===== config.mk =====
export PLATFORM = sky130hd
export DESIGN_NAME = cy_tx_scheduler
export DESIGN_NICKNAME = d
export VERILOG_FILES = /design/src/rtl/cy_tx_scheduler_pkg.sv /design/src/rtl/cy_tx_scheduler_rr_arb.sv /design/src/rtl/cy_tx_scheduler.sv
export SDC_FILE = /design/constraint.sdc
export NUM_CORES = 1
export LEC_CHECK = 0
export CORE_ASPECT_RATIO = 0.8
export CORE_UTILIZATION = 42
export DETAILED_ROUTE_END_ITERATION = 10
export PLACE_DENSITY = 0.85
export SYNTH_ARGS = -nofsm -noshare
export SYNTH_HDL_FRONTEND = slang
export SYNTH_SLANG_ARGS = --single-unit

===== constraint.sdc =====
create_clock -name clk -period 4.5 [get_ports clk]
set_input_delay 0.45 -clock clk [delete_from_list [all_inputs] [get_ports clk]]
set_output_delay 0.45 -clock clk [all_outputs]
set_load 0.005 [all_outputs]

===== src/rtl/cy_tx_scheduler_pkg.sv =====
// Shared definitions for the FX2 IN-endpoint transmit scheduler.
//   NUM_SOURCES : default number of message sources feeding the scheduler
//   DATA_W      : FX2 slave-FIFO data bus width
//   GID_W       : width of the exported grant index
//   tx_state_e  : scheduler FSM encoding
package cy_tx_scheduler_pkg;

  localparam int NUM_SOURCES = 6;
  localparam int DATA_W      = 16;
  localparam int GID_W       = 4;

  typedef enum logic [2:0] {
    ST_IDLE = 3'd0,
    ST_ARB  = 3'd1,
    ST_HDR  = 3'd2,
    ST_PAY  = 3'd3,
    ST_END  = 3'd4
  } tx_state_e;

endpackage


===== src/rtl/cy_tx_scheduler_rr_arb.sv =====
// Combinational round-robin picker.
//   req       : per-source request vector
//   last      : index granted most recently
//   grant_oh  : one-hot grant, zero when nothing is requested
//   grant_idx : index of the granted source
//   grant_vld : at least one request present
module cy_tx_scheduler_rr_arb #(
  parameter int N_SRC = 6,
  parameter int IDX_W = 3
) (
  input  logic [N_SRC-1:0] req,
  input  logic [IDX_W-1:0] last,
  output logic [N_SRC-1:0] grant_oh,
  output logic [IDX_W-1:0] grant_idx,
  output logic             grant_vld
);

  // Scan from the farthest candidate back to last+1 so the nearest
  // requester after last is the final (winning) assignment.
  always_comb begin
    grant_idx = '0;
    grant_vld = 1'b0;
    for (int i = N_SRC; i >= 1; i--) begin : scan
      int pos;
      logic [IDX_W-1:0] pos_v;
      pos = int'(last) + i;
      if (pos >= N_SRC) pos = pos - N_SRC;
      pos_v = IDX_W'(pos);
      if (req[pos_v]) begin
        grant_idx = pos_v;
        grant_vld = 1'b1;
      end
    end
    grant_oh = grant_vld ? (N_SRC'(1) << grant_idx) : '0;
  end

endmodule


===== src/rtl/cy_tx_scheduler.sv =====
// Shares the FX2 IN-endpoint write path between the SPI/UART message sources.
// Picks a source holding a complete message (round-robin), writes a header
// word {id, len}, streams len payload words from the source FIFO, then
// requests PKTEND. Writes are paced by flag_full (active-low full).
//   clk, rst          : clock, synchronous active-high reset
//   got_full_msg      : per-source complete-message flag
//   msg_len_bus       : per-source head-message length (words)
//   fifo_q_bus        : per-source show-ahead FIFO output
//   flag_full         : 1 = endpoint writable
//   hold              : blocks new grants
//   rd_req            : per-source FIFO read acknowledge
//   msg_start         : grant pulse to the selected source
//   tx_data, tx_wr    : word and write strobe to the pin driver
//   pktend_req        : packet commit request
//   busy              : transfer in progress
//   grant_id          : index of the last granted source
module cy_tx_scheduler
  import cy_tx_scheduler_pkg::*;
#(
  parameter int N_SRC = NUM_SOURCES,
  parameter int LEN_W = 8,
  parameter int ID_W  = 8
) (
  input  logic                    clk,
  input  logic                    rst,
  input  logic [N_SRC-1:0]        got_full_msg,
  input  logic [N_SRC*LEN_W-1:0]  msg_len_bus,
  input  logic [N_SRC*DATA_W-1:0] fifo_q_bus,
  input  logic                    flag_full,
  input  logic                    hold,
  output logic [N_SRC-1:0]        rd_req,
  output logic [N_SRC-1:0]        msg_start,
  output logic [DATA_W-1:0]       tx_data,
  output logic                    tx_wr,
  output logic                    pktend_req,
  output logic                    busy,
  output logic [GID_W-1:0]        grant_id
);

  localparam int IDX_W = (N_SRC > 1) ? $clog2(N_SRC) : 1;

  tx_state_e        state_q, state_d;
  logic [IDX_W-1:0] g_q, last_q;
  logic [LEN_W-1:0] len_q, cnt_q;
  logic [GID_W-1:0] grant_id_q;

  logic [LEN_W-1:0]  len_arr [N_SRC];
  logic [DATA_W-1:0] q_arr   [N_SRC];

  for (genvar i = 0; i < N_SRC; i++) begin : g_unpack
    assign len_arr[i] = msg_len_bus[i*LEN_W +: LEN_W];
    assign q_arr[i]   = fifo_q_bus[i*DATA_W +: DATA_W];
  end

  logic [N_SRC-1:0] arb_oh;
  logic [IDX_W-1:0] arb_idx;
  logic             arb_vld;

  cy_tx_scheduler_rr_arb #(.N_SRC(N_SRC), .IDX_W(IDX_W)) u_arb (
    .req       (got_full_msg),
    .last      (last_q),
    .grant_oh  (arb_oh),
    .grant_idx (arb_idx),
    .grant_vld (arb_vld)
  );

  logic             arb_take, pay_wr;
  logic [N_SRC-1:0] g_oh;

  // A grant is only real if the request is still there and hold has not risen.
  assign arb_take = (state_q == ST_ARB) && !hold && arb_vld;
  assign pay_wr   = (state_q == ST_PAY) && flag_full;
  assign g_oh     = N_SRC'(1) << g_q;
  assign grant_id = grant_id_q;

  always_ff @(posedge clk) begin
    if (rst) begin
      state_q    <= ST_IDLE;
      last_q     <= IDX_W'(N_SRC - 1);
      g_q        <= '0;
      len_q      <= '0;
      cnt_q      <= '0;
      grant_id_q <= '0;
    end else begin
      state_q <= state_d;
      if (arb_take) begin
        g_q        <= arb_idx;
        last_q     <= arb_idx;
        len_q      <= len_arr[arb_idx];
        grant_id_q <= GID_W'(arb_idx);
        cnt_q      <= '0;
      end else if (pay_wr) begin
        cnt_q <= cnt_q + LEN_W'(1);
      end
    end
  end

  always_comb begin
    state_d    = state_q;
    rd_req     = '0;
    msg_start  = '0;
    tx_data    = '0;
    tx_wr      = 1'b0;
    pktend_req = 1'b0;
    busy       = 1'b0;
    case (state_q)
      ST_IDLE: begin
        if ((|got_full_msg) && !hold) state_d = ST_ARB;
      end
      ST_ARB: begin
        if (arb_take) begin
          msg_start = arb_oh;
          busy      = 1'b1;
          state_d   = ST_HDR;
        end else begin
          state_d = ST_IDLE;
        end
      end
      ST_HDR: begin
        busy    = 1'b1;
        tx_data = {ID_W'(g_q), len_q};
        tx_wr   = flag_full;
        if (flag_full) state_d = (len_q != '0) ? ST_PAY : ST_END;
      end
      ST_PAY: begin
        busy    = 1'b1;
        tx_data = q_arr[g_q];
        tx_wr   = flag_full;
        rd_req  = flag_full ? g_oh : '0;
        // Exit on the last word so a 255-word message never wraps cnt_q.
        if (flag_full && (cnt_q == len_q - LEN_W'(1))) state_d = ST_END;
      end
      ST_END: begin
        busy       = 1'b1;
        pktend_req = flag_full;
        if (flag_full) state_d = ST_IDLE;
      end
      default: state_d = ST_IDLE;
    endcase
  end

endmodule


* Yosys cells after proc, flatten, opt, wreduce, memory -nomap -nowiden
Cells that the tools add are included.
** Word-level totals
- Flip-flop bits (word level) :: 25
- Input port bits :: 154
- Output and inout bits :: 35
- Logic and storage cells :: 112
** Cells by class
- Add/sub/neg operators :: 14
- $lt $le $gt $ge :: 14
- Equality and inequality tests :: 9
- Shifts and indexed selects :: 2
- Mux-type cells :: 53
- Bitwise operators :: 2
- Reductions and logical operators :: 13
** Operators with widths (count)
- 3-bit 2-to-1 mux :: 17
- 16-bit binary-select mux with 3-bit select :: 1
- 16-bit 2-to-1 mux :: 2
- 16-bit case mux with 2 select lines :: 1
- 6-bit 2-to-1 mux :: 5
- 8-bit binary-select mux with 3-bit select :: 1
- 4-bit by 3-bit >= comparator with 1-bit output, second input constant :: 6
- 3-bit by 4-bit < comparator with 1-bit output, second input constant :: 6
- 1-bit binary-select mux with 3-bit select :: 6
- 3-bit by 2-bit subtractor with 3-bit output, second input constant :: 6
- 8-bit 2-to-1 mux :: 2
- 1-bit 2-to-1 mux :: 15
- 3-bit case mux with 5 select lines :: 1
- 3-bit by 3-bit adder with 4-bit output, second input constant :: 3
- 1-bit by 3-bit left shift with 6-bit output, first input constant :: 2
- 3-bit by 2-bit adder with 4-bit output, second input constant :: 2
- 8-bit by 1-bit adder with 8-bit output, second input constant :: 1
- 8-bit == test :: 1
- 4-bit >= comparator, second input constant :: 2
- 3-bit inverter with 4-bit output :: 2
- 8-bit nonzero test :: 1
- 8-bit by 1-bit subtractor with 8-bit output, second input constant :: 1
- 3-bit by 2-bit == test with 1-bit output, second input constant :: 2
- 2-bit != test, second input constant :: 3
- 13 further kinds :: 18

* Logic depth before layout (Yosys ltp)
- Depth in word-level cells :: 15
- Mapped depth :: 15
- Gate-level depth less buffers :: 10

* By module
A second synthesis with hierarchy kept.
** Second synthesis, totals
- Cell total of the unflattened synthesis :: 420
- Area total of the unflattened synthesis :: 3704.8 sq um
** By module, submodules not included
- cy_tx_scheduler :: times used 1, cells an instance 285, area each 2592.5 sq um, sequential area each 480.5 sq um
- cy_tx_scheduler_rr_arb :: times used 1, cells an instance 135, area each 1112.3 sq um, sequential area each 0.0 sq um

* Least setup slack after synthesis
No wires, ideal clock.
- Path type :: register to output
- Start :: register last_q[0]
- End :: output msg_start[4]
- Arrival time :: 3.122 ns
- Required time :: 4.050 ns
- Path slack :: 0.928 ns
- Cell stages (with the launch flop) :: 14
- Path buffers :: 3
- Cells stage by stage :: dfxtp_1 -> buf_6 -> buf_6 -> inv_1 -> ha_1 -> o21ba_1 -> a221o_1 -> o2111a_1 -> or2_2 -> nor3_1 -> o221ai_2 -> buf_2 -> or2_2 -> nor2_1
** Between the ends
- Longest elaborated chain between the ends :: 15
- Elaborated cells on any way between the ends :: 53
- Those cells by class :: 12 x add/sub; 6 x order compare; 1 x shift; 33 x mux; 1 x reduce/logical
** Ends and longest elaborated chain
- from (decl) :: RTL line cy_tx_scheduler.sv:43 : logic [IDX_W-1:0] g_q, last_q;
- from (signal assigned) :: RTL line cy_tx_scheduler.sv:79 : last_q <= IDX_W'(N_SRC - 1);
- from (signal assigned) :: RTL line cy_tx_scheduler.sv:88 : last_q <= arb_idx;
- 3-bit by 3-bit adder with 4-bit output :: RTL line cy_tx_scheduler_rr_arb.sv:26 : pos = int'(last) + i;
- 4-bit by 3-bit >= comparator with 1-bit output / 3-bit by 2-bit subtractor with 3-bit output (equally long branches) :: RTL line cy_tx_scheduler_rr_arb.sv:27 : if (pos >= N_SRC) pos = pos - N_SRC;
- 3-bit 2-to-1 mux :: RTL line cy_tx_scheduler_rr_arb.sv:27
- 1-bit binary-select mux with 3-bit select :: RTL line cy_tx_scheduler_rr_arb.sv:29 : if (req[pos_v]) begin
- 1-bit 2-to-1 mux (implied by the code) :: RTL line cy_tx_scheduler_rr_arb.sv:29
- 3-bit 2-to-1 mux (6 in series) :: RTL line cy_tx_scheduler_rr_arb.sv:29
- 1-bit by 3-bit left shift with 6-bit output :: RTL line cy_tx_scheduler_rr_arb.sv:34 : grant_oh = grant_vld ? (N_SRC'(1) << grant_idx) : '0;
- 6-bit 2-to-1 mux :: RTL line cy_tx_scheduler_rr_arb.sv:34
- 6-bit 2-to-1 mux * :: RTL line cy_tx_scheduler.sv:111 : if (arb_take) begin
- 6-bit 2-to-1 mux * :: RTL line cy_tx_scheduler.sv:106 : case (state_q)
- to (decl) :: RTL line cy_tx_scheduler.sv:32 : output logic [N_SRC-1:0] msg_start,
Every way passes the cells marked *; elsewhere a longest branch is shown, timed or not. The select of a mux whose other input is x is not followed.

* Final worst setup path
- Start :: register last_q[2]
- End :: output msg_start[4]
Same word-level chain as after synthesis.

==> reports/qor.yml <==
clock_tree:
  root_buffer: "clkbuf_16"
  clockBufferDepth: 2
  clk_pin_slew_ns: 0.06
  numCtsBuffers: 3
  cts_sinks: 24
  cts_tree: "built"
  postCtsSetupBuffers: 0
  cts_hold_buffers: 0
  clock_latency_ns: 0.26
  cts.htree.levels: 1
timing:
  max_slew_margin: 0.317
  setup_viol: 0
  rsz0062_at_grt: "false"
  setup_slack_ns: 0.258
  drv_slew: 0
  fin_setup_tns_ns: 0
  period_minus_slack_ns: 4.24
  finalCritPeriodShare: 0.943
  hold_viol_final: 0
  tightest_slew_ns: 1.03
  clock-skew-final_ns: 0.00251
  max_freq_mhz: 236
global_routing:
  grtUsageTotal: 0.281
  grt_max_degree: 41
  grt_pass1_wl_mm: 21.7
  grt_pass1_vias: 4392
  grt.overflow.total: 0
  antenna_found_initial: 0
worst_setup_path:
  r2r_start: "last_q[2]"
  critical_path_arrival_ns: 3.79
  end_kind: "output port"
  reg2reg_depth: 11
  critPathMaxFanout: 14
  critPathKind: "reg2out"
  r2r_end: "len_q[7]"
  ff2ff_setup_slack_ns: 0.94
  startpoint_type: "flip-flop"
  required_ns: 4.05
detailed_routing:
  routedWlPerCell_um: 18.5
  drt_iter0_markers: 400
  vias: 4658
  drcViolationCount: 0
  viasPerCell: 6.07
  postRouteAntennaNets: 0
  drt_wl_total_mm: 14.2
  drtPass1Iterations: 5
layout:
  fin_cells: 768
  drive_above_1_share: 0.141
  nFillCells: 789
  nets: 820
  antenna_cells: 0
  fin_util: 0.657
  area_growth_pct: 51.1
yosys:
  synth_cell_types: 75
  synth-main-ff-cell: "dfxtp_1"
  ys_seq_area_frac: 0.122
  yosys_warnings: 0
  syn_nets: 656
  synth_seq_cells: 24
  synth_area_um2: 3940
  async_flop_share: 0
  syn_avg_cell_area_um2: 8.05
  synth_enable_flop_cells: 0
  syn_inst: 490
floorplanning:
  io-pin-count: 189
  start_util: 0.435
  core_um2: 9080
  fp.dieH_um: 88.7
  die_w_um: 110
  dieArea_um2: 9780
  rows: 31
placement:
  gp_congestion: 0.918
  io_buffers: 187
  dp_hpwl_mm: 11.2
  post-place-ws_ns: 0.411
  place_inst: 764
run_status:
  run_status: "finished clean"
pwr:
  irDropWorstVdd_v: 0.000233
  power.density_nw_per_um2: 333
  power.leakage_nw: 2.13
  power.total_mw: 1.99
min_path:
  whs_endpoint: "cnt_q[1]"
  min_delay_path_depth: 2
  min_from: "cnt_q[1]"
  hold_class: "reg2reg"
run:
  drv_cap: 0
-- report_power, final --
| group | leakage, nW | total (mW) | internal [mW] | switching, mW |
|---|---|---|---|---|
| registers | 0.195 | 0.308 | 0.240 | 0.0678 |
| logic | 1.89 | 1.42 | 0.643 | 0.781 |
| clock network | 0.0511 | 0.255 | 0.177 | 0.0781 |
-- layer usage --
| metal | share of wire | up-vias | GRT usage |
|---|---|---|---|
| met5 | 0 | - | 0 |
| met4 | 0.024 | 0 | 0.0897 |
| met3 | 0.085 | 29 | 0.0346 |
| met2 | 0.48 | 235 | 0.505 |
| met1 | 0.41 | 2184 | 0.348 |
| li1 | - | 2210 | - |
-- worst max-delay path by stage --
stage                     startpoint            to  slack, ns  depth (start not counted)
final                      last_q[2]  msg_start[4]       0.26                         11
after global routing       last_q[0]  msg_start[3]       0.05                         11
after CTS                  last_q[2]  msg_start[4]       0.11                         11
after detailed placement   last_q[2]  msg_start[4]       0.41                         11
after global placement     last_q[2]  msg_start[4]       0.52                         11
after floorplan            last_q[0]  msg_start[4]       0.93                         13
-- synthesized netlist by cell type, types with 3 or more instances --
cell type	number	area, µm²
nand3_1	25	125
nand4_1	6	37.5
nand3b_1	5	37.5
a211oi_1	16	120
nor3_1	13	65.1
buf_2	10	50.1
a21o_1	3	22.5
o221ai_1	3	26.3
buf_4	4	30.0
xnor2_1	12	105
dfxtp_1	24	480
mux2i_1	5	50.1
mux4_2	17	383
nand2b_1	7	43.8
o211ai_2	8	100
buf_1	3	11.3
inv_1	6	22.5
clkbuf_1	17	63.8
nor2_1	49	184
and2_1	6	37.5
nor2b_1	3	18.8
a21bo_2	10	100
o21a_1	4	30.0
a21boi_1	6	45.0
a41oi_1	5	43.8
a41oi_2	3	48.8
xor2_1	9	78.8
o21ai_0	27	135
a21oi_1	15	75.1
buf_6	6	67.6
a211o_1	11	96.3
nor4_1	4	25.0
mux2_2	20	225
and3_1	14	87.6
ha_1	12	150
a31oi_1	3	18.8
nand2_1	34	128
a22oi_1	17	128
and3b_1	3	26.3
-- flip-flops by register name, summed over array words and instances (netlist names) --
register  flops
cnt_q         8
grant_id      2
last_q        3
len_q         8
state_q       3
-- what timing repair did --
item                                   CTS  global route
gates resized for setup                  0             1
endpoints found under the hold margin    0             0
setup endpoints to repair                0             7
-- cell families (layout without fill, tap and decap cells) --
logic type | after synthesis | after routing | synth area share
buf+inv | 50 | 213 | 0.0666
flops | 24 | 24 | 0.122
other cells | 1 | 1 | 0.000951
simple gates | 179 | 179 | 0.231
compound gates | 160 | 160 | 0.324
xor+xnor | 21 | 21 | 0.0466
fa+ha+maj | 12 | 12 | 0.0381
mux | 43 | 43 | 0.171
-- final cells by class --
class / instances / area [µm²] / area share
timing repair buffer: 201 / 1980 / 0.332
clock inverter: 1 / 30.0 / 0.00504
tap: 115 / 144 / 0.0241
clock buffer: 3 / 75.1 / 0.0126
inverter: 8 / 30.0 / 0.00504
sequential: 24 / 483 / 0.0810
multi-input combinational: 416 / 3220 / 0.540
-- worst max-delay path: stages (launching register included) --
cell and delay [ns]:
dfxtp_2 0.52, inv_1 0.14, ha_1 0.51, inv_1 0.16, o21a_1 0.22, o221a_1 0.23, a2111o_1 0.48, o41ai_4 0.31
buf_4 0.26, or2_2 0.19, nor2_1 0.06, clkdlybuf4s50_1 0.45
-- per-stage QoR --
stage | area (µm²) | hold WS (ns)
detailed placement | 5850 | 0.516
finish | 5960 | 0.520
floorplan | 3940 | 0.477
CTS | 5960 | 0.525
global route | 5960 | 0.537
global placement | 5850 | 0.496
-- placed cells by master, fill, tap and decap left out, drive strengths merged, types with 5 or more instances in the layout --
cell	instances
clkdlybuf4s50	187
nor3	13
nand4	6
o21ai	27
nand2	34
a211o	11
nand2b	7
and3	14
and2	6
nor2	49
a41oi	8
a21oi	15
inv	7
a211oi	17
buf	14
nand3	25
xnor2	12
ha	12
xor2	9
a22oi	17
a21bo	10
mux2i	5
o211ai	9
dfxtp	24
a21boi	9
mux2	21
nand3b	5
mux4	17
Power figures use the tool's default switching activity.
